File: config.mk
export PLATFORM = sky130hd
export DESIGN_NAME = oh_clockmeasure
export DESIGN_NICKNAME = d
export VERILOG_FILES = /design/src/rtl/oh_clockmeasure.sv
export SDC_FILE = /design/constraint.sdc
export NUM_CORES = 1
export LEC_CHECK = 0
export ABC_AREA = 1
export CORE_MARGIN = 1.5
export CORE_UTILIZATION = 50
export CTS_CLUSTER_DIAMETER = 150
export DETAILED_ROUTE_END_ITERATION = 10
export MAX_ROUTING_LAYER = met4
export PLACE_DENSITY = 0.73
export SLEW_MARGIN = 20
export SYNTH_ARGS = -nofsm -noshare
export SYNTH_HDL_FRONTEND = slang
export SYNTH_SLANG_ARGS = --single-unit
File: constraint.sdc
create_clock -name clk -period 4.3 [get_ports clk]
set_input_delay 0.86 -clock clk [delete_from_list [all_inputs] [get_ports clk]]
set_output_delay 0.86 -clock clk [all_outputs]
set_load 0.02 [all_outputs]
File: src/rtl/oh_clockmeasure.sv
// Measures the period and high time of a slow clock-like input against clk,
// reporting them in divider encoding with lock and timeout status.
module oh_clockmeasure #(
    parameter int CW    = 8,
    parameter int NLOCK = 8,
    parameter int SYNC  = 2
) (
    input  logic          clk,
    input  logic          reset,
    input  logic          clear,
    input  logic          clkin,
    output logic          clkrise,
    output logic          clkfall,
    output logic          meas_valid,
    output logic [CW-1:0] div,
    output logic [CW-1:0] fall,
    output logic          locked,
    output logic          timeout
);

    localparam int MW = (NLOCK > 2) ? $clog2(NLOCK) : 1;
    localparam logic [MW-1:0] MMAX = MW'(NLOCK - 1);
    localparam logic [CW-1:0] CMAX = '1;

    typedef enum logic {IDLE, MEASURE} state_t;

    state_t        state_q, state_d;
    logic          s;
    logic          prev_q, prev_d;
    logic [CW-1:0] cnt_q, cnt_d;
    logic [CW-1:0] fcap_q, fcap_d;
    logic [CW-1:0] div_q, div_d;
    logic [CW-1:0] fall_q, fall_d;
    logic [MW-1:0] mcnt_q, mcnt_d;
    logic          first_q, first_d;
    logic          meas_valid_q, meas_valid_d;
    logic          locked_q, locked_d;
    logic          timeout_q, timeout_d;

    generate
        if (SYNC > 0) begin : g_sync
            logic [SYNC-1:0] sync_q, sync_d;
            always_comb begin
                sync_d    = sync_q;
                sync_d[0] = clkin;
                for (int i = 1; i < SYNC; i++) sync_d[i] = sync_q[i-1];
            end
            always_ff @(posedge clk) begin
                if (reset) sync_q <= '0;
                else       sync_q <= sync_d;
            end
            assign s = sync_q[SYNC-1];
        end else begin : g_nosync
            assign s = clkin;
        end
    endgenerate

    assign clkrise = s & ~prev_q;
    assign clkfall = ~s & prev_q;

    always_comb begin
        state_d      = state_q;
        prev_d       = s;
        cnt_d        = clkrise ? '0 : ((cnt_q == CMAX) ? cnt_q : cnt_q + CW'(1));
        fcap_d       = clkfall ? cnt_q + CW'(1) : fcap_q;
        div_d        = div_q;
        fall_d       = fall_q;
        mcnt_d       = mcnt_q;
        first_d      = first_q;
        meas_valid_d = 1'b0;
        locked_d     = locked_q;
        timeout_d    = timeout_q;

        if (clkrise) begin
            timeout_d = 1'b0;
            if (state_q == IDLE) begin
                // opening rise only marks the start of the first full period
                state_d = MEASURE;
                first_d = 1'b1;
            end else begin
                div_d        = cnt_q;
                fall_d       = fcap_q;
                meas_valid_d = 1'b1;
                first_d      = 1'b0;
                if (first_q || cnt_q != div_q || fcap_q != fall_q)
                    mcnt_d = '0;
                else if (mcnt_q != MMAX)
                    mcnt_d = mcnt_q + MW'(1);
                locked_d = (mcnt_d == MMAX);
            end
        end else if (cnt_q == CMAX) begin
            timeout_d = 1'b1;
            locked_d  = 1'b0;
            mcnt_d    = '0;
            state_d   = IDLE;
        end

        if (clear) begin
            state_d      = IDLE;
            cnt_d        = '0;
            mcnt_d       = '0;
            locked_d     = 1'b0;
            timeout_d    = 1'b0;
            meas_valid_d = 1'b0;
        end
    end

    always_ff @(posedge clk) begin
        if (reset) begin
            state_q      <= IDLE;
            prev_q       <= 1'b0;
            cnt_q        <= '0;
            fcap_q       <= '0;
            div_q        <= '0;
            fall_q       <= '0;
            mcnt_q       <= '0;
            first_q      <= 1'b0;
            meas_valid_q <= 1'b0;
            locked_q     <= 1'b0;
            timeout_q    <= 1'b0;
        end else begin
            state_q      <= state_d;
            prev_q       <= prev_d;
            cnt_q        <= cnt_d;
            fcap_q       <= fcap_d;
            div_q        <= div_d;
            fall_q       <= fall_d;
            mcnt_q       <= mcnt_d;
            first_q      <= first_d;
            meas_valid_q <= meas_valid_d;
            locked_q     <= locked_d;
            timeout_q    <= timeout_d;
        end
    end

    assign meas_valid = meas_valid_q;
    assign div        = div_q;
    assign fall       = fall_q;
    assign locked     = locked_q;
    assign timeout    = timeout_q;

endmodule

Word-level counts from Yosys, hierarchy flattened:

Index checks and enable logic that the tools add are counted.
W data, S select, Z words.

* register bits after elaboration: 43
* bits in latches: 0
* memory bits (writable): 0
* memory bits (read-only): 0
* input bits: 4
* output and inout port bits: 21
* word-level logic and storage cells: 46
* memories kept: 0

* add/sub/neg operators: 2
* multiply operators: 0
* div/mod/pow operators: 0
* $lt $le $gt $ge: 0
* eq/ne operators: 6
* shifts and indexed selects: 0
* muxes and demuxes: 13
* bitwise gates (word level): 5
* reductions and logical operators: 8

Operators by type and width (number)
* $mux W3: 7
* $ne A8 B8 Y1: 2
* $add A8 B1 Y8 const B: 1
* $eq A8 B8 Y1 const B: 1
* $mux W1: 6
* $reduce_or A3 Y1: 2
* $reduce_and A2 Y1: 2
* $add A3 B1 Y3 const B: 1
* $eq A3 B3 Y1 const B: 1
* $ne A3 B3 Y1 const B: 1
* $not A1 Y1: 3
* $and A1 B1 Y1: 2
* $logic_or A1 B1 Y1: 2
* $ne A2 B1 Y1 const B: 1
* $reduce_bool A2 Y1: 1
* $reduce_or A2 Y1: 1

Logic depth before layout (Yosys ltp):

Gate-level depths: netlist of the first run.

* depth in word-level cells: 9
* depth in mapped cells: 10
* gate-level depth less buffers: 10

Worst setup path before layout of the first run:

Ideal clock, no wire load.

* path type: reg2out
* start: register prev_q
* end: output port clkfall
* data arrival time: 720 ps
* required time: 3440 ps
* setup slack: 2720 ps
* stages on the path, launching flop included: 3
* buffers on the path: 0
* path through: dfxtp_1 -> inv_1 -> nor2_2

* longest elaborated chain between the ends: 1

Ends and longest elaborated chain
* start: declaration: line 29 `logic prev_q, prev_d;`
* start signal: assignment: line 123 `prev_q <= prev_d;`
* $and A1 B1 Y1: line 59 `assign clkfall = ~s & prev_q;`
* end: declaration: line 13 `output logic clkfall,`

No other way between the ends.

Final worst setup path of the first run:

Same ends and word-level chain as after synthesis.

==> report_table.html, run 1 <==
<table>
<tr><th>Metric</th><th>Value</th></tr>
<tr><th colspan="2">Clock tree</th></tr>
<tr><td>Total CTS buffers</td><td>5</td></tr>
<tr><td>Number of sinks on the clock net</td><td>43</td></tr>
<tr><td>CTS tree</td><td>built</td></tr>
<tr><td>Cts repair resizes</td><td>0</td></tr>
<tr><td>Worst-case clock buffer depth</td><td>2</td></tr>
<tr><td>CTS HTree Levels</td><td>2</td></tr>
<tr><td>Clk_lat worst skew</td><td>300 ps</td></tr>
<tr><td>Buffer cell driving the clock tree root</td><td>sky130_fd_sc_hd__clkbuf_8</td></tr>
<tr><td>Number of buffers added to fix hold violations after cts</td><td>0</td></tr>
<tr><td>Clock-pin slew on the worst setup and hold paths</td><td>70 ps</td></tr>
<tr><td>Number of setup buffers added after CTS</td><td>0</td></tr>
<tr><th colspan="2">Power and ir drop</th></tr>
<tr><td>Net switching power of the design</td><td>0.1662 mW</td></tr>
<tr><td>Worst supply voltage drop on vdd</td><td>286.3 uV</td></tr>
<tr><td>Total power of the final layout</td><td>0.8194 mW</td></tr>
<tr><td>Part of the power in the clock network</td><td>44.5%</td></tr>
<tr><td>Internal power component</td><td>0.6532 mW</td></tr>
<tr><td>Combinational fraction of design power</td><td>5.6%</td></tr>
<tr><td>Cell leakage power</td><td>0.9634 nW</td></tr>
<tr><td>Pwr Density</td><td>353.6 mW/mm2</td></tr>
<tr><td>Switching power share of the total</td><td>20.29%</td></tr>
<tr><td>Proportion of power drawn by flip-flops and latches</td><td>49.9%</td></tr>
<tr><th colspan="2">Global route</th></tr>
<tr><td>Largest net degree at the start of global routing</td><td>30</td></tr>
<tr><td>Vias in the first global route</td><td>1518</td></tr>
<tr><td>Overflow left after global routing</td><td>0</td></tr>
<tr><td>Overall fraction of global-route tracks in use</td><td>20.95%</td></tr>
<tr><td>Wire length of the first global-routing pass</td><td>6630 um</td></tr>
<tr><td>Antenna violations before repair</td><td>0</td></tr>
<tr><th colspan="2">Timing</th></tr>
<tr><td>Achievable clock frequency</td><td>391.8 MHz</td></tr>
<tr><td>Tightest Pin Transition</td><td>870.1 ps</td></tr>
<tr><td>Max-Slew Margin vs Limit</td><td>41.86%</td></tr>
<tr><td>Final hold viol count</td><td>0</td></tr>
<tr><td>Worst-case setup margin in the final layout</td><td>1748 ps</td></tr>
<tr><td>Final-report max-slew violation count</td><td>0</td></tr>
<tr><td>Final count of negative-setup-slack endpoints</td><td>0</td></tr>
<tr><td>Time the worst path needs with I/O delays and setup</td><td>2552 ps</td></tr>
<tr><td>Setup TNS</td><td>0 ps</td></tr>
<tr><td>Final clock skew</td><td>8.079 ps</td></tr>
<tr><td>Ratio of final minimum period to clock period</td><td>59.36%</td></tr>
<tr><td>Unrepaired setup endpoints after global routing</td><td>false</td></tr>
<tr><th colspan="2">Route</th></tr>
<tr><td>Number of vias per cell after detailed routing</td><td>4.854</td></tr>
<tr><td>Routed Wire Length</td><td>3764 um</td></tr>
<tr><td>Number of detailed-route iterations in the first pass</td><td>5</td></tr>
<tr><td>Wire length per cell after detailed routing</td><td>11.24 um</td></tr>
<tr><td>Final routed DRC violation total</td><td>0</td></tr>
<tr><td>First DRT Iteration DRCs</td><td>87</td></tr>
<tr><td>Count of nets left with antenna violations after detail routing</td><td>0</td></tr>
<tr><td>Total vias in the final route</td><td>1626</td></tr>
<tr><th colspan="2">Synthesis</th></tr>
<tr><td>Yosys warnings</td><td>0</td></tr>
<tr><td>Area of the mapped netlist</td><td>0.001922 mm2</td></tr>
<tr><td>Portion of the post-synthesis area used by sequential elements</td><td>44.79%</td></tr>
<tr><td>Yosys cell types</td><td>25</td></tr>
<tr><td>Mapped Cells</td><td>262</td></tr>
<tr><td>Mapped Nets</td><td>268</td></tr>
<tr><td>Average instance area after synthesis</td><td>7.335 um2</td></tr>
<tr><td>Number of synthesized register bits</td><td>43</td></tr>
<tr><th colspan="2">Final layout</th></tr>
<tr><td>Diode count</td><td>0</td></tr>
<tr><td>Most frequent cells in the layout</td><td>sky130_fd_sc_hd__nand2_1, sky130_fd_sc_hd__dfxtp_1, sky130_fd_sc_hd__inv_1</td></tr>
<tr><td>Number of nets in the layout</td><td>292</td></tr>
<tr><td>Fraction of layout instances using a drive strength above 1</td><td>9.408%</td></tr>
<tr><td>Commonest non-fill, non-tap cell in the layout</td><td>sky130_fd_sc_hd__nand2_1</td></tr>
<tr><td>Area growth from synthesis to layout</td><td>20.57%</td></tr>
<tr><th colspan="2">Run</th></tr>
<tr><td>Number of max-cap violations</td><td>0</td></tr>
<tr><th colspan="2">Floorplan</th></tr>
<tr><td>Die span in y</td><td>65.00 um</td></tr>
<tr><td>Placeable Area</td><td>0.003689 mm2</td></tr>
<tr><td>Effective utilization at floorplan</td><td>52.10%</td></tr>
<tr><td>Die Area</td><td>0.004224 mm2</td></tr>
<tr><td>Number of cell rows</td><td>22</td></tr>
<tr><td>Top Ports</td><td>25</td></tr>
<tr><td>Die W</td><td>65.00 um</td></tr>
<tr><th colspan="2">Min path</th></tr>
<tr><td>Worst hold path class</td><td>reg2reg</td></tr>
<tr><td>Hold Path Sink</td><td>g_sync.sync_q[1]$_SDFF_PP0_</td></tr>
<tr><td>Hold Crit Depth</td><td>2</td></tr>
<tr><td>Start point of the worst min-delay path</td><td>g_sync.sync_q[0]$_SDFF_PP0_</td></tr>
<tr><th colspan="2">Critical path</th></tr>
<tr><td>Crit path DAT</td><td>1690 ps</td></tr>
<tr><td>Register-to-register setup slack</td><td>2260 ps</td></tr>
<tr><td>Highest fanout seen on the critical path</td><td>7</td></tr>
<tr><td>Worst Path Class, Setup</td><td>reg2out</td></tr>
<tr><td>Kind of end point of the critical path</td><td>output pin</td></tr>
<tr><td>Endpoint of the worst register-to-register path</td><td>div[0]$_SDFFE_PP0P_</td></tr>
<tr><td>Data required, critical path</td><td>3440 ps</td></tr>
<tr><td>Startpoint of the worst-slack reg-to-reg timing path</td><td>g_sync.sync_q[1]$_SDFF_PP0_</td></tr>
<tr><td>Logic depth of the worst register-to-register path</td><td>6</td></tr>
<tr><td>Worst Setup Start Kind</td><td>register</td></tr>
<tr><th colspan="2">Place</th></tr>
<tr><td>Detailed placer's ending HPWL</td><td>2796 um</td></tr>
<tr><td>Routability-driven placement congestion ratio</td><td>0.8845</td></tr>
<tr><td>Post-placement setup slack</td><td>1805 ps</td></tr>
<tr><td>IO buf count</td><td>24</td></tr>
<tr><th colspan="2">Run status</th></tr>
<tr><td>Status</td><td>complete, no violations</td></tr>
</table>
==> cell families after synthesis <==
| family | count (synthesis) | share of synthesized area, % |
|---|---|---|
| buf+inv | 52 | 10.74 |
| simple gates | 93 | 21.62 |
| fa+ha+maj | 2 | 1.302 |
| compound gates | 61 | 16.54 |
| xor+xnor | 11 | 5.013 |
| flops | 43 | 44.79 |
==> critical path, cell delays in order (launching register included) <==
cell and delay, ps:
sky130_fd_sc_hd__dfxtp_1 390, sky130_fd_sc_hd__inv_1 70, sky130_fd_sc_hd__nor2_2 270, sky130_fd_sc_hd__clkdlybuf4s50_1 670
==> per-stage QoR <==
step	util [%]	area (um2)	hold slack (ps)	instances
CTS	62.82	2317	412.5	335
finish	62.82	2317	409.1	335
floorplan	-	1922	388.3	262
detailed placement	59.23	2185	399.0	327
global placement	59.23	2185	390.5	327
global route	62.82	2317	432.8	335
==> sequential cells by signal (all words and copies together) (netlist names) <==
name / flops
locked: 1
fcap_q: 8
div: 8
first_q: 1
meas_valid: 1
prev_q: 1
cnt_q: 8
timeout: 1
mcnt_q: 3
g_sync.sync_q: 2
state_q: 1
fall: 8
==> layer usage <==
layer	part of all wire (%)	vias up	global-route usage [%]
met1	49	731	26.28
met3	4.3	3	5.729
met5	0	-	-
met2	46	30	33.76
met4	0.27	0	4.787
li1	-	862	-
==> worst max-delay path by stage <==
stage	startpoint	to	slack [ps]	depth (start not counted)
2_1_floorplan	prev_q$_SDFF_PP0_	clkfall	2720	2
3_3_place_gp	reset	cnt_q[2]$_SDFFE_PP0N_	1850	6
3_5_place_dp	reset	cnt_q[2]$_SDFFE_PP0N_	1800	6
4_1_cts	prev_q$_SDFF_PP0_	clkfall	1740	3
5_1_grt	prev_q$_SDFF_PP0_	clkfall	1700	3
6_report	prev_q$_SDFF_PP0_	clkfall	1750	3
==> final cells by class <==
cell class              instances  area (um2)
fillers                       348        1371
flip-flops and latches         43       860.8
multi-input cells             167       854.6
repair buffers                 24       240.2
inverters                      45       168.9
clock buffers                   6       72.57
clock inverters                 2       60.06
well taps                      48       60.06
==> cells in the mapped netlist <==
master	count	area, um2
sky130_fd_sc_hd__xor2_1	6	52.55
sky130_fd_sc_hd__clkbuf_1	3	11.26
sky130_fd_sc_hd__nand3_2	1	10.01
sky130_fd_sc_hd__o31ai_1	1	7.510
sky130_fd_sc_hd__nand4_1	1	6.260
sky130_fd_sc_hd__nor2_2	3	18.77
sky130_fd_sc_hd__o211ai_1	1	7.510
sky130_fd_sc_hd__nand3_1	6	30.03
sky130_fd_sc_hd__buf_6	1	11.26
sky130_fd_sc_hd__nor2_4	3	33.78
sky130_fd_sc_hd__nand2_1	50	187.7
sky130_fd_sc_hd__dfxtp_1	43	860.8
sky130_fd_sc_hd__o21ai_0	22	110.1
sky130_fd_sc_hd__nor3_4	1	16.27
sky130_fd_sc_hd__ha_1	2	25.02
sky130_fd_sc_hd__nand2_2	3	18.77
sky130_fd_sc_hd__clkinv_1	1	3.750
sky130_fd_sc_hd__a21oi_1	28	140.1
sky130_fd_sc_hd__inv_2	7	26.28
sky130_fd_sc_hd__buf_2	3	15.01
sky130_fd_sc_hd__nor2_1	25	93.84
sky130_fd_sc_hd__a21oi_2	2	17.52
sky130_fd_sc_hd__inv_1	37	138.9
sky130_fd_sc_hd__o21ai_1	7	35.03
sky130_fd_sc_hd__xnor2_1	5	43.79
==> power by group through the flow <==
stage	clock network, mW	logic [mW]	registers (mW)
2_1_floorplan	0	0.0332	0.418
4_1_cts	0.370	0.0467	0.409
6_report	0.365	0.0462	0.409
5_1_grt	0.391	0.0521	0.410
3_5_place_dp	0	0.0465	0.418
3_3_place_gp	0	0.0454	0.418
(Power assumes the default switching activity.)
==> run 2: changes to the inputs <==
clock period = 2.51 ns   (was 4.3 ns; I/O delays follow)
==> run 2 against run 1 <==
Effect of this change:
- non-clock buffer count rose by 3
- final area fell by 1.1%
- worst hold slack improved by 6.8 ps
- global-route usage fell by 0.81 points
- register-to-register slack got worse by 1400 ps
- clock-buffer cell count fell by 1
- utilization fell by 0.71 points
- critical path depth did not move
- wire length fell by 1.8%
- via count rose by 0.68%
- critical path type unchanged
- largest cell class unchanged
==> report_table.html, run 2 (same netlist as run 1, synthesis figures left out) <==
<table>
<tr><th>Metric</th><th>Value</th></tr>
<tr><th colspan="2">Floorplan</th></tr>
<tr><td>Effective utilization at floorplan</td><td>52.10% (unchanged)</td></tr>
<tr><td>Number of cell rows</td><td>22 (unchanged)</td></tr>
<tr><td>Die span in y</td><td>65.00 um (unchanged)</td></tr>
<tr><td>Placeable Area</td><td>0.003689 mm2 (unchanged)</td></tr>
<tr><td>Die Area</td><td>0.004224 mm2 (unchanged)</td></tr>
<tr><td>Top Ports</td><td>25 (unchanged)</td></tr>
<tr><td>Die W</td><td>65.00 um (unchanged)</td></tr>
<tr><th colspan="2">Critical path</th></tr>
<tr><td>Worst path top cell family by delay</td><td>buffers and inverters</td></tr>
<tr><td>Timing endpoint of the critical path</td><td>clkfall</td></tr>
<tr><td>Number of buffers and inverters on the critical path</td><td>2 (unchanged)</td></tr>
<tr><td>Delay of the slowest cell on the worst path</td><td>670 ps (about the same)</td></tr>
<tr><td>Startpoint of the most critical setup path</td><td>prev_q$_SDFF_PP0_</td></tr>
<tr><td>Endpoint of the worst register-to-register path</td><td>locked$_SDFFE_PP0P_</td></tr>
<tr><td>Startpoint of the worst-slack reg-to-reg timing path</td><td>cnt_q[0]$_SDFFE_PP0N_</td></tr>
<tr><td>Worst Setup Start Kind</td><td>register</td></tr>
<tr><td>Stages on the worst setup path</td><td>3 (unchanged)</td></tr>
<tr><td>Crit-path cells</td><td>inv_1, nor2_2, clkdlybuf4s50_1</td></tr>
<tr><td>Logic depth of the worst register-to-register path</td><td>10 (+4)</td></tr>
<tr><td>Kind of end point of the critical path</td><td>output pin</td></tr>
<tr><td>Crit path DAT</td><td>1680 ps (about the same)</td></tr>
<tr><td>CP max-delay cell</td><td>sky130_fd_sc_hd__clkdlybuf4s50_1</td></tr>
<tr><td>Data required, critical path</td><td>2010 ps (-1430 ps)</td></tr>
<tr><td>Worst Path Class, Setup</td><td>reg2out</td></tr>
<tr><td>Highest fanout seen on the critical path</td><td>7 (unchanged)</td></tr>
<tr><td>Register-to-register setup slack</td><td>880 ps (-1380 ps)</td></tr>
<tr><th colspan="2">Timing</th></tr>
<tr><td>Worst hold slack after final layout</td><td>415.9 ps (+6.794 ps)</td></tr>
<tr><td>Final-report max-slew violation count</td><td>0 (unchanged)</td></tr>
<tr><td>Tightest Pin Transition</td><td>460.8 ps (-409.2 ps)</td></tr>
<tr><td>Final hold viol count</td><td>0 (unchanged)</td></tr>
<tr><td>Final clock skew</td><td>3.543 ps (-4.536 ps)</td></tr>
<tr><td>Setup TNS</td><td>0 ps (unchanged)</td></tr>
<tr><td>Ratio of final minimum period to clock period</td><td>86.88%</td></tr>
<tr><td>Final count of negative-setup-slack endpoints</td><td>0 (unchanged)</td></tr>
<tr><td>Worst-case setup margin in the final layout</td><td>329.3 ps (-1418 ps)</td></tr>
<tr><td>Unrepaired setup endpoints after global routing</td><td>false</td></tr>
<tr><td>Max-Slew Margin vs Limit</td><td>69.24% (+27 points)</td></tr>
<tr><td>Time the worst path needs with I/O delays and setup</td><td>2181 ps</td></tr>
<tr><td>Achievable clock frequency</td><td>458.6 MHz</td></tr>
<tr><th colspan="2">Run</th></tr>
<tr><td>Number of max-cap violations</td><td>0 (unchanged)</td></tr>
<tr><th colspan="2">Global route</th></tr>
<tr><td>Wire length of the first global-routing pass</td><td>6279 um (-5.3%)</td></tr>
<tr><td>Largest net degree at the start of global routing</td><td>19 (-37%)</td></tr>
<tr><td>Overall fraction of global-route tracks in use</td><td>20.14% (-0.81 points)</td></tr>
<tr><td>Antenna violations before repair</td><td>0 (unchanged)</td></tr>
<tr><td>Vias in the first global route</td><td>1409 (-7.2%)</td></tr>
<tr><td>Overflow left after global routing</td><td>0 (unchanged)</td></tr>
<tr><th colspan="2">Clock tree</th></tr>
<tr><td>Clk_lat worst skew</td><td>300 ps (about the same)</td></tr>
<tr><td>Number of setup buffers added after CTS</td><td>0 (unchanged)</td></tr>
<tr><td>Total CTS buffers</td><td>5 (unchanged)</td></tr>
<tr><td>Worst-case clock buffer depth</td><td>2 (unchanged)</td></tr>
<tr><td>CTS HTree Levels</td><td>2 (unchanged)</td></tr>
<tr><td>Buffer cell driving the clock tree root</td><td>sky130_fd_sc_hd__clkbuf_8</td></tr>
<tr><td>Number of buffers added to fix hold violations after cts</td><td>0 (unchanged)</td></tr>
<tr><td>CTS tree</td><td>built</td></tr>
<tr><td>Cts repair resizes</td><td>0 (unchanged)</td></tr>
<tr><td>Clock-pin slew on the worst setup and hold paths</td><td>70 ps (about the same)</td></tr>
<tr><td>Number of sinks on the clock net</td><td>43 (unchanged)</td></tr>
<tr><th colspan="2">Final layout</th></tr>
<tr><td>Layout Utilization</td><td>62.11% (-0.71 points)</td></tr>
<tr><td>Most frequent cells in the layout</td><td>sky130_fd_sc_hd__nand2_1, sky130_fd_sc_hd__dfxtp_1, sky130_fd_sc_hd__inv_1</td></tr>
<tr><td>Non-filler cells, final</td><td>338 (+0.90%)</td></tr>
<tr><td>Area growth from synthesis to layout</td><td>19.21%</td></tr>
<tr><td>Number of nets in the layout</td><td>295 (+1.0%)</td></tr>
<tr><td>Diode count</td><td>0 (unchanged)</td></tr>
<tr><td>Commonest non-fill, non-tap cell in the layout</td><td>sky130_fd_sc_hd__nand2_1</td></tr>
<tr><td>Fraction of layout instances using a drive strength above 1</td><td>10.69% (+1.3 points)</td></tr>
<tr><th colspan="2">Power and ir drop</th></tr>
<tr><td>Worst supply voltage drop on vdd</td><td>254.2 uV (-11%)</td></tr>
<tr><td>Cell leakage power</td><td>0.9601 nW (-0.34%)</td></tr>
<tr><td>Pwr Density</td><td>523.1 mW/mm2 (+48%)</td></tr>
<tr><th colspan="2">Route</th></tr>
<tr><td>Number of vias per cell after detailed routing</td><td>4.843 (-0.22%)</td></tr>
<tr><td>Final routed DRC violation total</td><td>0 (unchanged)</td></tr>
<tr><td>First DRT Iteration DRCs</td><td>60 (-31%)</td></tr>
<tr><td>Total vias in the final route</td><td>1637 (+0.68%)</td></tr>
<tr><td>Routed Wire Length</td><td>3695 um (-1.8%)</td></tr>
<tr><td>Number of detailed-route iterations in the first pass</td><td>4 (-1)</td></tr>
<tr><td>Wire length per cell after detailed routing</td><td>10.93 um (-2.7%)</td></tr>
<tr><td>Count of nets left with antenna violations after detail routing</td><td>0 (unchanged)</td></tr>
<tr><th colspan="2">Place</th></tr>
<tr><td>Number of cells after detailed placement</td><td>330 (+0.92%)</td></tr>
<tr><td>Routability-driven placement congestion ratio</td><td>0.8378 (-5.3%)</td></tr>
<tr><td>Detailed placer's ending HPWL</td><td>2786 um (-0.37%)</td></tr>
<tr><td>Post-placement setup slack</td><td>607.0 ps (-1198 ps)</td></tr>
<tr><td>IO buf count</td><td>24 (unchanged)</td></tr>
<tr><th colspan="2">Min path</th></tr>
<tr><td>Hold Crit Depth</td><td>2 (unchanged)</td></tr>
<tr><td>Worst hold path class</td><td>reg2reg</td></tr>
<tr><th colspan="2">Run status</th></tr>
<tr><td>Status</td><td>complete, no violations</td></tr>
</table>
==> run 2: cell count changes in the layout (fill, tap and decap cells not counted), sizes merged <==
cell    previous run  this run
clkbuf             6         5
clkinv             1         4
bufinv             2         0
buf                0         3
==> run 2: tightest hold or removal path: stages (launching register included) <==
cell and delay, ps:
sky130_fd_sc_hd__dfxtp_1 300, sky130_fd_sc_hd__inv_1 40, sky130_fd_sc_hd__nor2_1 30
==> run 2: metal layers <==
layer,part of all wire [%],track usage (%)
met4,2.3,10.37
met2,46,31.70
met3,3.8,3.646
met5,0,-
met1,48,24.70
==> run 2: final cells by class <==
type | count | area, um2
clock buffer | 5 | 68.82
timing repair buffer | 27 | 262.8
tap | 48 | 60.06
sequential | 43 | 860.8
inverter | 45 | 168.9
clock inverter | 3 | 15.01
multi-input combinational | 167 | 854.6
fill | 363 | 1398
==> run 2: power by group <==
part	leakage [nW]	switching [mW]	total (mW)	internal, mW
clock	0.0477	0.228	0.418	0.190
combinational	0.565	0.0492	0.0802	0.0310
sequential	0.348	0.00855	0.700	0.692
==> run 2: per-stage QoR <==
step	instance area [um2]	total power [mW]
detailed placement	2207	0.7970
floorplan	1922	0.7724
CTS	2291	1.215
global placement	2207	0.7949
global route	2291	1.250
finish	2291	1.198
==> run 2: worst min path at each step <==
| stage | start | slack [ps] | to |
|---|---|---|---|
| floorplan | g_sync.sync_q[0]$_SDFF_PP0_ | 390 | g_sync.sync_q[1]$_SDFF_PP0_ |
| global route | g_sync.sync_q[0]$_SDFF_PP0_ | 460 | g_sync.sync_q[1]$_SDFF_PP0_ |
| detailed placement | g_sync.sync_q[0]$_SDFF_PP0_ | 400 | g_sync.sync_q[1]$_SDFF_PP0_ |
| global placement | g_sync.sync_q[0]$_SDFF_PP0_ | 390 | g_sync.sync_q[1]$_SDFF_PP0_ |
| CTS | g_sync.sync_q[0]$_SDFF_PP0_ | 420 | g_sync.sync_q[1]$_SDFF_PP0_ |
| finish | g_sync.sync_q[0]$_SDFF_PP0_ | 420 | g_sync.sync_q[1]$_SDFF_PP0_ |
